--- src/rtl/elevator_pkg.sv ---
// Shared elevator definitions: default sizing, floor-code type and the
// call-encoder state encoding used by the request producer.
package elevator_pkg;

  localparam int unsigned DEF_N_FLOORS = 8;
  localparam int unsigned DEF_FLOOR_W  = 3;

  typedef logic [DEF_FLOOR_W-1:0] floor_t;

  typedef enum logic {
    ENC_IDLE  = 1'b0,
    ENC_OFFER = 1'b1
  } enc_state_e;

endpackage

--- src/rtl/rr_pick.sv ---
// Combinational round-robin finder: lowest set bit of req at or above ptr,
// wrapping modulo N.
module rr_pick #(
  parameter int unsigned N = 8,
  parameter int unsigned W = 3
) (
  input  logic [N-1:0] req,
  input  logic [W-1:0] ptr,
  output logic         found,
  output logic [W-1:0] idx
);

  int unsigned k;
  logic [N-1:0] sh;

  always_comb begin
    found = 1'b0;
    idx   = '0;
    k     = 0;
    sh    = '0;
    for (int unsigned i = 0; i < N; i++) begin
      k  = (32'(ptr) + i) % N;
      sh = req >> k;
      if (!found && sh[0]) begin
        found = 1'b1;
        idx   = W'(k);
      end
    end
  end

endmodule

--- src/rtl/call_encoder.sv ---
// Call-button front end: synchronises buttons, keeps per-floor call lamps and
// hands unqueued calls to the request buffer round-robin over valid/ready.
module call_encoder
  import elevator_pkg::*;
#(
  parameter int unsigned N_FLOORS = DEF_N_FLOORS,
  parameter int unsigned FLOOR_W  = DEF_FLOOR_W
) (
  input  logic                clk,
  input  logic                rst,
  input  logic [N_FLOORS-1:0] btn,
  output logic                req_valid,
  output logic [FLOOR_W-1:0]  req_floor,
  input  logic                req_ready,
  input  logic                arrive_valid,
  input  logic [FLOOR_W-1:0]  arrive_floor,
  output logic [N_FLOORS-1:0] pending
);

  logic [N_FLOORS-1:0] sync1, sync2, sync2_d;
  logic [N_FLOORS-1:0] press_evt, arr_mask, offering, cand;
  logic [N_FLOORS-1:0] pending_n, queued, queued_n, acc_mask;
  logic [FLOOR_W-1:0]  ptr, ptr_n, floor_n, pick_idx;
  logic                valid_n, pick_found, accept_c;
  enc_state_e          state, state_n;

  // Two-stage synchroniser plus one delayed copy for edge detection.
  always_ff @(posedge clk or posedge rst) begin
    if (rst) begin
      sync1   <= '0;
      sync2   <= '0;
      sync2_d <= '0;
    end else begin
      sync1   <= btn;
      sync2   <= sync1;
      sync2_d <= sync2;
    end
  end

  assign press_evt = sync2 & ~sync2_d;

  // Out-of-range arrival codes produce an empty mask.
  always_comb begin
    arr_mask = '0;
    if (arrive_valid && (32'(arrive_floor) < N_FLOORS))
      arr_mask = N_FLOORS'(1) << arrive_floor;
  end

  assign offering  = req_valid ? (N_FLOORS'(1) << req_floor) : '0;
  assign cand      = pending & ~queued & ~offering;
  assign acc_mask  = accept_c ? (N_FLOORS'(1) << req_floor) : '0;
  // Arrival dominates a same-cycle press, and blocks queueing a served floor.
  assign pending_n = (pending | press_evt) & ~arr_mask;
  assign queued_n  = (queued | (acc_mask & pending_n)) & ~arr_mask;

  rr_pick #(
    .N (N_FLOORS),
    .W (FLOOR_W)
  ) u_pick (
    .req   (cand),
    .ptr   (ptr),
    .found (pick_found),
    .idx   (pick_idx)
  );

  always_ff @(posedge clk or posedge rst) begin
    if (rst) begin
      state     <= ENC_IDLE;
      req_valid <= 1'b0;
      req_floor <= '0;
      ptr       <= '0;
      pending   <= '0;
      queued    <= '0;
    end else begin
      state     <= state_n;
      req_valid <= valid_n;
      req_floor <= floor_n;
      ptr       <= ptr_n;
      pending   <= pending_n;
      queued    <= queued_n;
    end
  end

  // Offer is held until accepted; a bubble in IDLE separates transfers.
  always_comb begin
    state_n  = state;
    valid_n  = req_valid;
    floor_n  = req_floor;
    ptr_n    = ptr;
    accept_c = 1'b0;
    case (state)
      ENC_IDLE: begin
        if (pick_found) begin
          floor_n = pick_idx;
          valid_n = 1'b1;
          state_n = ENC_OFFER;
        end
      end
      ENC_OFFER: begin
        if (req_ready) begin
          accept_c = 1'b1;
          valid_n  = 1'b0;
          state_n  = ENC_IDLE;
          if (req_floor == FLOOR_W'(N_FLOORS - 1))
            ptr_n = '0;
          else
            ptr_n = req_floor + FLOOR_W'(1);
        end
      end
      default: state_n = ENC_IDLE;
    endcase
  end

endmodule

--- config.mk ---
export PLATFORM = sky130hd
export DESIGN_NAME = call_encoder
export DESIGN_NICKNAME = d
export VERILOG_FILES = /design/src/rtl/elevator_pkg.sv /design/src/rtl/rr_pick.sv /design/src/rtl/call_encoder.sv
export SDC_FILE = /design/constraint.sdc
export NUM_CORES = 1
export LEC_CHECK = 0
export BUFFER_PORTS_ARGS = -buffer_cell sky130_fd_sc_hd__buf_2
export CORE_ASPECT_RATIO = 0.5
export CORE_MARGIN = 2
export CORE_UTILIZATION = 59
export DETAILED_ROUTE_END_ITERATION = 8
export GPL_ROUTABILITY_DRIVEN = 0
export PLACE_DENSITY = 0.78
export SLEW_MARGIN = 30
export SYNTH_ARGS = -nofsm -noshare
export SYNTH_HDL_FRONTEND = slang
export SYNTH_HIERARCHICAL = 1
export SYNTH_SLANG_ARGS = --single-unit
--- constraint.sdc ---
create_clock -name clk -period 4.3 [get_ports clk]
set_input_delay 0.645 -clock clk [delete_from_list [all_inputs] [get_ports clk]]
set_output_delay 0.645 -clock clk [all_outputs]
set_load 0.01 [all_outputs]
==> metrics.csv, run 1 <==
metric;value;unit
status;completed;
synth_edf_count;0;
postCtsResizedCells;0;
syn_area;0.00292;mm²
async_flop_share;100;%
rsz0062_at_grt;no;
grt_pass1_vias;2126;
cts_made_buffers;5;
h-tree-depth;2;
port_buffers;26;
dp_hpwl;4.48;mm
synth_area_leader_cell;dfrtp_1;
grt_use_total;24.6;%
place_area;0.00306;mm²
core-area;0.00484;mm²
crit_chain;inv_1 > ha_1 > a21oi_1 > mux2i_1 > and3_2 > o41a_1 > o21ai_2 > nor3_2 > nand2_1 > nor2b_1 > nand2_1 > o21ai_0;
yosysMostFrequentCell;dfrtp_1;
power_leakage;1.36;nW
intPower;1.56;mW
vias_per_cell;6.28;
period_needed;3.37;ns
critical-path-top-delay-family;compound AO/OA/AOI/OAI gates;
start_util;60.3;%
met3_usage;4.42;%
hold_class;reg -> reg;
p_clk_share;13.6;%
cap_violations;0;
diodes;0;
synthTopCellsByCount;dfrtp_1 (48), nand2_1 (27), inv_1 (20);
fmax;297;MHz
synth-seq-cells;48;
tns;0;ns
relSlewSlack;45.4;%
crit_path_end_kind;register;
cts_setup_buffers;0;
cts_tree;built;
synthToLayoutAreaGrowth;9.47;%
dieHeight;53.8;µm
tightest_slew;0.819;ns
yosysSeqAreaShare;41.1;%
syn-num-nets;297;
drc;0;
setup_viol;0;
yosys_most_used_dff;dfrtp_1;
p_comb_share;63.8;%
path_buf_inv;1;
yosysUniqueCellTypes;58;
gr-usage-met2;42.0;%
crit_cells;12;
grt_overflow;0;
synth_top_area_share;41.1;%
crit_fanout;10;
first_pass_iters;4;
ir_drop;443;µV
nets;319;
cts_sinks;48;
grt_use_met1;32.3;%
grt_pass1_wl;10.3;mm
hold_violations;0;
multi_input_area;0.00155;mm²
ant_nets;0;
cts_root_buffer;clkbuf_8;
register_area;0.00120;mm²
reg2regPathDepth;12;
routed_wl;6.35;mm
fill_cells;368;
hold_path_depth;0;
num_io_pins;27;
slew_violations;0;
fin_crit_sh;78.4;%
crit_top_cell;nand2_1;
cp-start-kind;register;
syn_area_per_cell;10.7;µm²
cpMaxStageDelayCell;a21oi_1;
worstSkewPairLatency;0.30;ns
p_sw_share;45.1;%
clock-skew-final;0.00779;ns
worstPathArrival;3.59;ns
postCtsHoldBufs;0;
fp.dieW;103;µm
p_per_area;892;mW/mm²
worstPathRequired;4.51;ns
dr_total_vias;2303;
path_clk_slew;0.09;ns
grt_start_max_net_pins;49;
row_count;18;
drive_above_1_share;21.2;%
power_frac_seq;22.6;%
netlist_instances;274;
top_usage_layer;met2;
p_switching;1.29;mW
antenna_found_initial;0;
clock_path_buffers;2;
ys_warn_count;6;
worstSetupPathType;reg -> reg;
wl_per_cell;17.3;µm
synthTopCellsByArea;dfrtp_1 (41%), mux4_2 (7.7%), mux4_1 (4.5%), nand2_1 (3.5%), ha_1 (3.4%);
drtIter0Drc;145;
die-area;0.00556;mm²
stdcell_area;0.00320;mm²
slowest_delay;0.54;ns
[state kept, by name, summed over array words and instances (netlist names)]
register / count
req_valid: 1
req_floor: 3
pending: 8
queued: 8
sync2: 8
sync2_d: 8
state: 1
ptr: 3
sync1: 8
[logic make-up after synthesis]
group                      synth area share, %
xor gates and xnor gates                 0.900
adders and majority gates                 3.43
DFF                                       41.1
buffers and inverters                     5.95
AOI/OAI and AO/OA                         17.4
and+or+nand+nor                           13.9
muxes                                     17.2
[cells in the final DEF (no fill, tap or decap), drive strengths merged, types with 5 or more instances in the layout]
cell and count:
dfrtp 48, a21oi 19, o22a 6, nand2 27, clkbuf 5, and3 9, buf 28, mux2 5
o211ai 6, ha 8, mux4 15, inv 21, mux2i 7, nor2 18, nor2b 12, o21ai 12
[power by group through the flow]
stage	Clock, mW	Combinational, mW	Sequential, mW
after floorplan	0	1.49	0.609
after global placement	0	1.72	0.643
after detailed placement	0	1.77	0.649
after CTS	0.390	1.79	0.641
after global routing	0.407	1.98	0.657
final	0.388	1.82	0.645
[final timing paths]
| kind | start | endpoint | slack, ns |
|---|---|---|---|
| max in group asynchronous | rst | sync2_d[2]$_DFF_PP0_ | 3.39 |
| worst max-delay path | req_floor[0]$_DFFE_PP0P_ | req_floor[1]$_DFFE_PP0P_ | 0.93 |
| min in group asynchronous | rst | pending[3]$_DFF_PP0_ | 0.45 |
| worst min register to register | sync1[6]$_DFF_PP0_ | sync2[6]$_DFF_PP0_ | 0.35 |
| worst min-delay path | sync1[6]$_DFF_PP0_ | sync2[6]$_DFF_PP0_ | 0.35 |
| worst max register to register | req_floor[0]$_DFFE_PP0P_ | req_floor[1]$_DFFE_PP0P_ | 0.93 |
[layer usage]
metal / routed length, µm / part of all wire, %
met1: 2820 / 44
met2: 3040 / 48
met3: 346 / 5.4
met4: 141 / 2.2
met5: 0 / 0
[final cells by class]
cell class,instances,area share [%]
well taps,70,2.74
clock inverters,3,2.15
inverters,21,2.50
multi-input cells,192,48.3
flip-flops and latches,48,37.6
repair buffers,28,4.54
clock buffers,5,2.15
[per-stage QoR]
step / util, % / power [mW] / setup WS (ns) / cells / hold slack, ns
after detailed placement: 63.2 / 2.42 / 1.04 / 359 / 0.335
after global placement: 63.2 / 2.36 / 1.17 / 359 / 0.333
after floorplan: - / 2.10 / 1.17 / 274 / 0.331
final: 66.0 / 2.85 / 0.929 / 367 / 0.353
after global routing: 66.0 / 3.04 / 0.638 / 367 / 0.364
after CTS: 66.0 / 2.82 / 0.989 / 367 / 0.354
Power figures use the tool's default switching activity.
==> inputs of run 2 (changes only) <==
- ABC_AREA: default -> 1
- PLACE_DENSITY: 0.78 -> 0.79
- clock period: 4.3 -> 3.3 ns (I/O delays scaled with it)
==> run 2 against run 1 <==
Critical path depth rose by 4; utilization grew 1.5 points; final area shrank 5.7%; clock power fell by 8.0%; first-iteration DRC count up 21%; flip-flop and latch count stayed put; largest cell class unchanged.
==> metrics.csv, run 2 <==
metric;value;unit
crit_path_end_kind;register;
status;completed;
reg2regPathDepth;16;
port_buffers;26;
clock-skew-final;0.00286;ns
drtIter0Drc;176;
final_common_cell;nand2_1;
hp-start;btn[0];
h-tree-depth;2;
row_count;17;
worstPathArrival;3.16;ns
async_flop_share;100;%
netlist_instances;325;
synth_top_area_share;43.2;%
fp.dieW;101;µm
drc;0;
clock_path_buffers;2;
synth-seq-cells;48;
fin_crit_sh;90.5;%
yosysMostFrequentCell;nand2_1;
path_clk_slew;0.08;ns
grt_overflow;0;
hold_class;in -> reg;
dp_hpwl;4.36;mm
crit_fanout;5;
core-area;0.00447;mm²
postCtsHoldBufs;0;
relSlewSlack;48.1;%
yosysUniqueCellTypes;33;
p_per_area;1100;mW/mm²
path_buf_inv;1;
place_inst;403;
timing.rr.start;req_floor[0]$_DFFE_PP0P_;
start_util;62.3;%
yosys_most_used_dff;dfrtp_1;
min_to;sync1[0]$_DFF_PP0_;
synthTopCellsByCount;nand2_1 (74), inv_1 (54), dfrtp_1 (48);
stdcell_area;0.00302;mm²
stdcell_count;411;
ir_drop;461;µV
die-area;0.00531;mm²
place_area;0.00292;mm²
hold_violations;0;
dieHeight;52.6;µm
r2r-end;req_floor[1]$_DFFE_PP0P_;
grt_start_max_net_pins;49;
fill_cells;362;
synth_edf_count;0;
rsz0062_at_grt;no;
dr_total_vias;2170;
setup_viol;0;
nets;376;
postLayoutCoreUtil;67.5;%
slowest_delay;0.61;ns
diodes;0;
cts_made_buffers;5;
num_io_pins;27;
crit_chain;ha_1 > ha_1 > a211oi_1 > nand2_1 > nand3_1 > nand3_2 > nand2_4 > inv_2 > nand3_1 > nor2_1 > nor2_1 > nand3_1 > nor2_1 > nand3_1 > nor2_1 > a21oi_1;
critical-path-top-delay-family;simple AND/OR/NAND/NOR gates;
final_cell_mix;nand2_1 (74), inv_1 (53), dfrtp_1 (48), nand3_1 (28), buf_2 (26);
fmax;335;MHz
synth_area_leader_cell;dfrtp_1;
tightest_slew;0.778;ns
register_area;0.00120;mm²
cpMaxStageDelayCell;a211oi_1;
cap_violations;0;
synthToLayoutAreaGrowth;8.41;%
cts_setup_buffers;0;
postCtsResizedCells;0;
worstPathRequired;3.48;ns
cts_sinks;48;
worstSetupPathType;reg -> reg;
cp-start-kind;register;
r2r_setup_slack;0.31;ns
routed_wl;5.67;mm
hold_path_depth;1;
synthTopCellsByArea;dfrtp_1 (43%), nand2_1 (10%), inv_1 (7.3%), nand3_2 (6.1%), nand3_1 (5.0%);
cts_root_buffer;clkbuf_8;
slew_violations;0;
power_leakage;1.59;nW
ys_warn_count;6;
vias_per_cell;5.28;
first_pass_iters;4;
total_power;3.32;mW
tns;0;ns
yosysSeqAreaShare;43.2;%
grt_pass1_wl;9.62;mm
multi_input_area;0.00129;mm²
syn-num-nets;348;
wl_per_cell;13.8;µm
ant_nets;0;
period_needed;2.99;ns
antenna_found_initial;0;
grt_pass1_vias;2078;
cts_tree;built;
worstSkewPairLatency;0.29;ns
syn_area;0.00278;mm²
drive_above_1_share;23.4;%
grt_use_total;23.7;%
syn_area_per_cell;8.56;µm²
-- run 2: changes by cell type in the layout (fill, tap and decap cells not counted), moves of 6 or more --
cell	delta
a21oi_1	-8
and3_1	-8
inv_1	+34
mux2i_1	-6
mux4_2	-10
nand2_1	+47
nand2_4	+8
nand3_1	+24
nand3_2	+17
nand4_1	+6
nor2b_1	-12
o22a_1	-6
-- run 2: routing by layer --
metal / vias up / routed length, µm / GRT usage, %
met3: 4 / 290 / 3.73
met2: 63 / 2700 / 40.3
met5: - / 0 / 0
li1: 1080 / - / -
met1: 1023 / 2640 / 32.2
met4: 0 / 36 / 6.53
-- run 2: how the worst max path moves through the flow --
| stage | endpoint | slack [ns] | start | cells after the start |
|---|---|---|---|---|
| final | req_floor[1]$_DFFE_PP0P_ | 0.31 | req_floor[0]$_DFFE_PP0P_ | 16 |
| after global routing | req_floor[1]$_DFFE_PP0P_ | 0.16 | req_floor[0]$_DFFE_PP0P_ | 16 |
| after CTS | req_floor[1]$_DFFE_PP0P_ | 0.32 | req_floor[0]$_DFFE_PP0P_ | 16 |
| after detailed placement | req_floor[1]$_DFFE_PP0P_ | 0.33 | req_floor[0]$_DFFE_PP0P_ | 16 |
| after global placement | req_floor[1]$_DFFE_PP0P_ | 0.42 | req_floor[0]$_DFFE_PP0P_ | 16 |
| after floorplan | req_floor[1]$_DFFE_PP0P_ | 0.87 | req_floor[0]$_DFFE_PP0P_ | 16 |
-- run 2: area by class of cell --
class                   count  area share, %
flip-flops and latches     48           39.8
multi-input cells         212           42.7
inverters                  60           7.59
well taps                  57           2.37
clock inverters             2          0.456
clock buffers               6           2.74
repair buffers             26           4.32
-- run 2: through the flow --
stage | hold WS [ns] | setup slack, ns
after detailed placement | 0.335 | 0.330
after global placement | 0.333 | 0.422
after floorplan | 0.331 | 0.873
final | 0.300 | 0.313
after CTS | 0.293 | 0.316
after global routing | 0.286 | 0.159
-- run 2: where the power goes --
part	switching, mW	total [mW]	internal, mW
clock network	0.186	0.357	0.171
registers	0.139	0.848	0.710
logic	1.43	2.12	0.692
-- run 2: cells by family after synthesis --
| family | after synthesis | share of synthesized area (%) |
|---|---|---|
| and+or+nand+nor | 168 | 33.5 |
| buffers and inverters | 65 | 10.5 |
| DFF | 48 | 43.2 |
| AOI/OAI and AO/OA | 33 | 7.60 |
| adders and majority gates | 8 | 3.60 |
| xor gates and xnor gates | 3 | 1.62 |
==> inputs of run 3 (changes only) <==
- SYNTH_HIERARCHICAL: 1 -> default
==> run 3 against run 2 <==
Final cell count fell by 2.9%; total power shrank 1.2%; die area is 3.9% lower; largest cell class is now sequential cells; sequential power grew 2%; synthesized area is 4.1% lower; clock skew grew 0.0084 ns; combinational power is 7% lower; first-iteration DRC count decreased by 1.7%; routed wire length increased by 2.4%; setup slack gained 0.29 ns.
==> metrics.csv, run 3 <==
metric;value;unit
status;completed;
grt_start_max_net_pins;49;
final_cell_mix;inv_1 (53), nand2_1 (48), dfrtp_1 (48), nand3_1 (39), nor2_1 (35);
worstPathRequired;3.49;ns
num_io_pins;27;
fill_cells;356;
vias_per_cell;5.56;
clock-skew-final;0.0113;ns
synthTopCellsByCount;inv_1 (54), dfrtp_1 (48), nand2_1 (48);
gr-usage-met2;42.5;%
grt_pass1_wl;9.79;mm
die-area;0.00511;mm²
postCtsHoldBufs;0;
relSlewSlack;46.5;%
hold_class;in -> reg;
fp.dieW;99.1;µm
rsz0062_at_grt;no;
hold_violations;0;
async_flop_share;100;%
worstSkewPairLatency;0.30;ns
clock_path_buffers;2;
netlist_instances;315;
p_per_area;1120;mW/mm²
yosysSeqAreaShare;45.0;%
yosysUniqueCellTypes;30;
tns;0;ns
synthTopCellsByArea;dfrtp_1 (45%), inv_1 (7.6%), nand3_1 (7.3%), nand2_1 (6.8%), nand3_2 (5.3%);
ys_warn_count;0;
fin_crit_sh;81.8;%
core-area;0.00438;mm²
dieHeight;51.5;µm
synth_edf_count;0;
slew_violations;0;
final_common_cell;inv_1;
syn-num-nets;338;
synth-seq-cells;48;
top_usage_layer;met2;
postLayoutCoreUtil;67.0;%
postCtsResizedCells;0;
antenna_found_initial;0;
cts_made_buffers;5;
cts_sinks;48;
syn_area_per_cell;8.47;µm²
h-tree-depth;2;
setup_viol;0;
wl_per_cell;14.6;µm
row_count;17;
yosysMostFrequentCell;inv_1;
cap_violations;0;
grt_pass1_vias;2083;
dr_total_vias;2217;
diodes;0;
yosys_most_used_dff;dfrtp_1;
ant_nets;0;
synthToLayoutAreaGrowth;9.99;%
grt_overflow;0;
period_needed;2.70;ns
drive_above_1_share;19.6;%
drc;0;
cts_tree;built;
cp-start-kind;register;
worstSetupPathType;reg -> reg;
cts_root_buffer;clkbuf_8;
path_clk_slew;0.09;ns
port_buffers;26;
first_pass_iters;5;
start_util;60.9;%
synth_top_area_share;45.0;%
met3_usage;5.51;%
syn_area;0.00267;mm²
synth_area_leader_cell;dfrtp_1;
tightest_slew;0.802;ns
drtIter0Drc;173;
crit_path_end_kind;register;
power_leakage;1.51;nW
grt_use_met1;34.2;%
ir_drop;419;µV
nets;364;
dp_hpwl;4.40;mm
cts_setup_buffers;0;
grt_use_total;25.2;%
crit_fanout;10;
fmax;370;MHz
worstPathArrival;2.89;ns
routed_wl;5.81;mm
[run 3: changes by cell type in the layout (fill, tap and decap cells not counted), sizes merged, moves of 2 or more]
cell    change
o21ai       +8
a211oi      -2
nand4       +4
nand3       +9
inv         -4
nor2       +13
o211ai      -5
or2         +2
nand2      -33
and2        -2
[run 3: kinds of logic after synthesis]
family,share of synthesized area [%]
and+or+nand+nor,33.9
buffers and inverters,10.5
DFF,45.0
AOI/OAI and AO/OA,5.96
adders and majority gates,3.75
xor gates and xnor gates,0.938
[run 3: layout make-up]
class,count,area (µm²),area share (%)
timing repair buffer,26,130,4.43
tap,57,71.3,2.43
clock inverter,2,38.8,1.32
multi-input combinational,203,1190,40.5
clock buffer,6,82.6,2.81
sequential,48,1200,40.9
inverter,57,223,7.59
[run 3: routing by layer]
layer	wire length, µm	share of wire [%]
met1	2620	45
met2	2740	47
met3	341	5.9
met4	103	1.8
met5	0	0
[run 3: worst paths after layout]
| kind | from | end | slack (ns) | cells past startpoint |
|---|---|---|---|---|
| max in group asynchronous | rst | req_valid$_DFFE_PP0P_ | 2.50 | 2 |
| min in group asynchronous | rst | queued[2]$_DFF_PP0_ | 0.31 | 2 |
| setup reg to reg | ptr[1]$_DFFE_PP0P_ | req_floor[1]$_DFFE_PP0P_ | 0.60 | 14 |
| hold reg to reg | sync1[6]$_DFF_PP0_ | sync2[6]$_DFF_PP0_ | 0.35 | 0 |
| hold / removal | btn[0] | sync1[0]$_DFF_PP0_ | 0.30 | 1 |
| setup / recovery | ptr[1]$_DFFE_PP0P_ | req_floor[1]$_DFFE_PP0P_ | 0.60 | 14 |
[run 3: worst max-delay path: stages, from the launching register on]
cell and delay (ns):
dfrtp_1 0.54, inv_1 0.23, ha_1 0.41, inv_1 0.20, nand3_1 0.21, nand3_4 0.12
nand2_4 0.08, nor2_8 0.11, nand4_4 0.14, nor2_8 0.16, nand3_2 0.10, nand2_4 0.11
nor2_1 0.05, nand2_1 0.07, nand2_1 0.05
[run 3: through the flow]
stage	std cells	setup slack, ns	area, µm²	hold WS [ns]	total power [mW]
2_1_floorplan	315	1.01	2670	0.331	2.42
3_3_place_gp	391	0.822	2810	0.331	2.74
3_5_place_dp	391	0.688	2810	0.335	2.80
4_1_cts	399	0.657	2930	0.289	3.25
5_1_grt	399	0.389	2930	0.277	3.55
6_report	399	0.601	2930	0.295	3.29
[run 3: power breakdown]
| group | leakage [nW] | total, mW | internal (mW) | switching (mW) |
|---|---|---|---|---|
| registers | 0.559 | 0.864 | 0.708 | 0.156 |
| clock network | 0.0614 | 0.439 | 0.248 | 0.192 |
| logic | 0.894 | 1.98 | 0.645 | 1.34 |
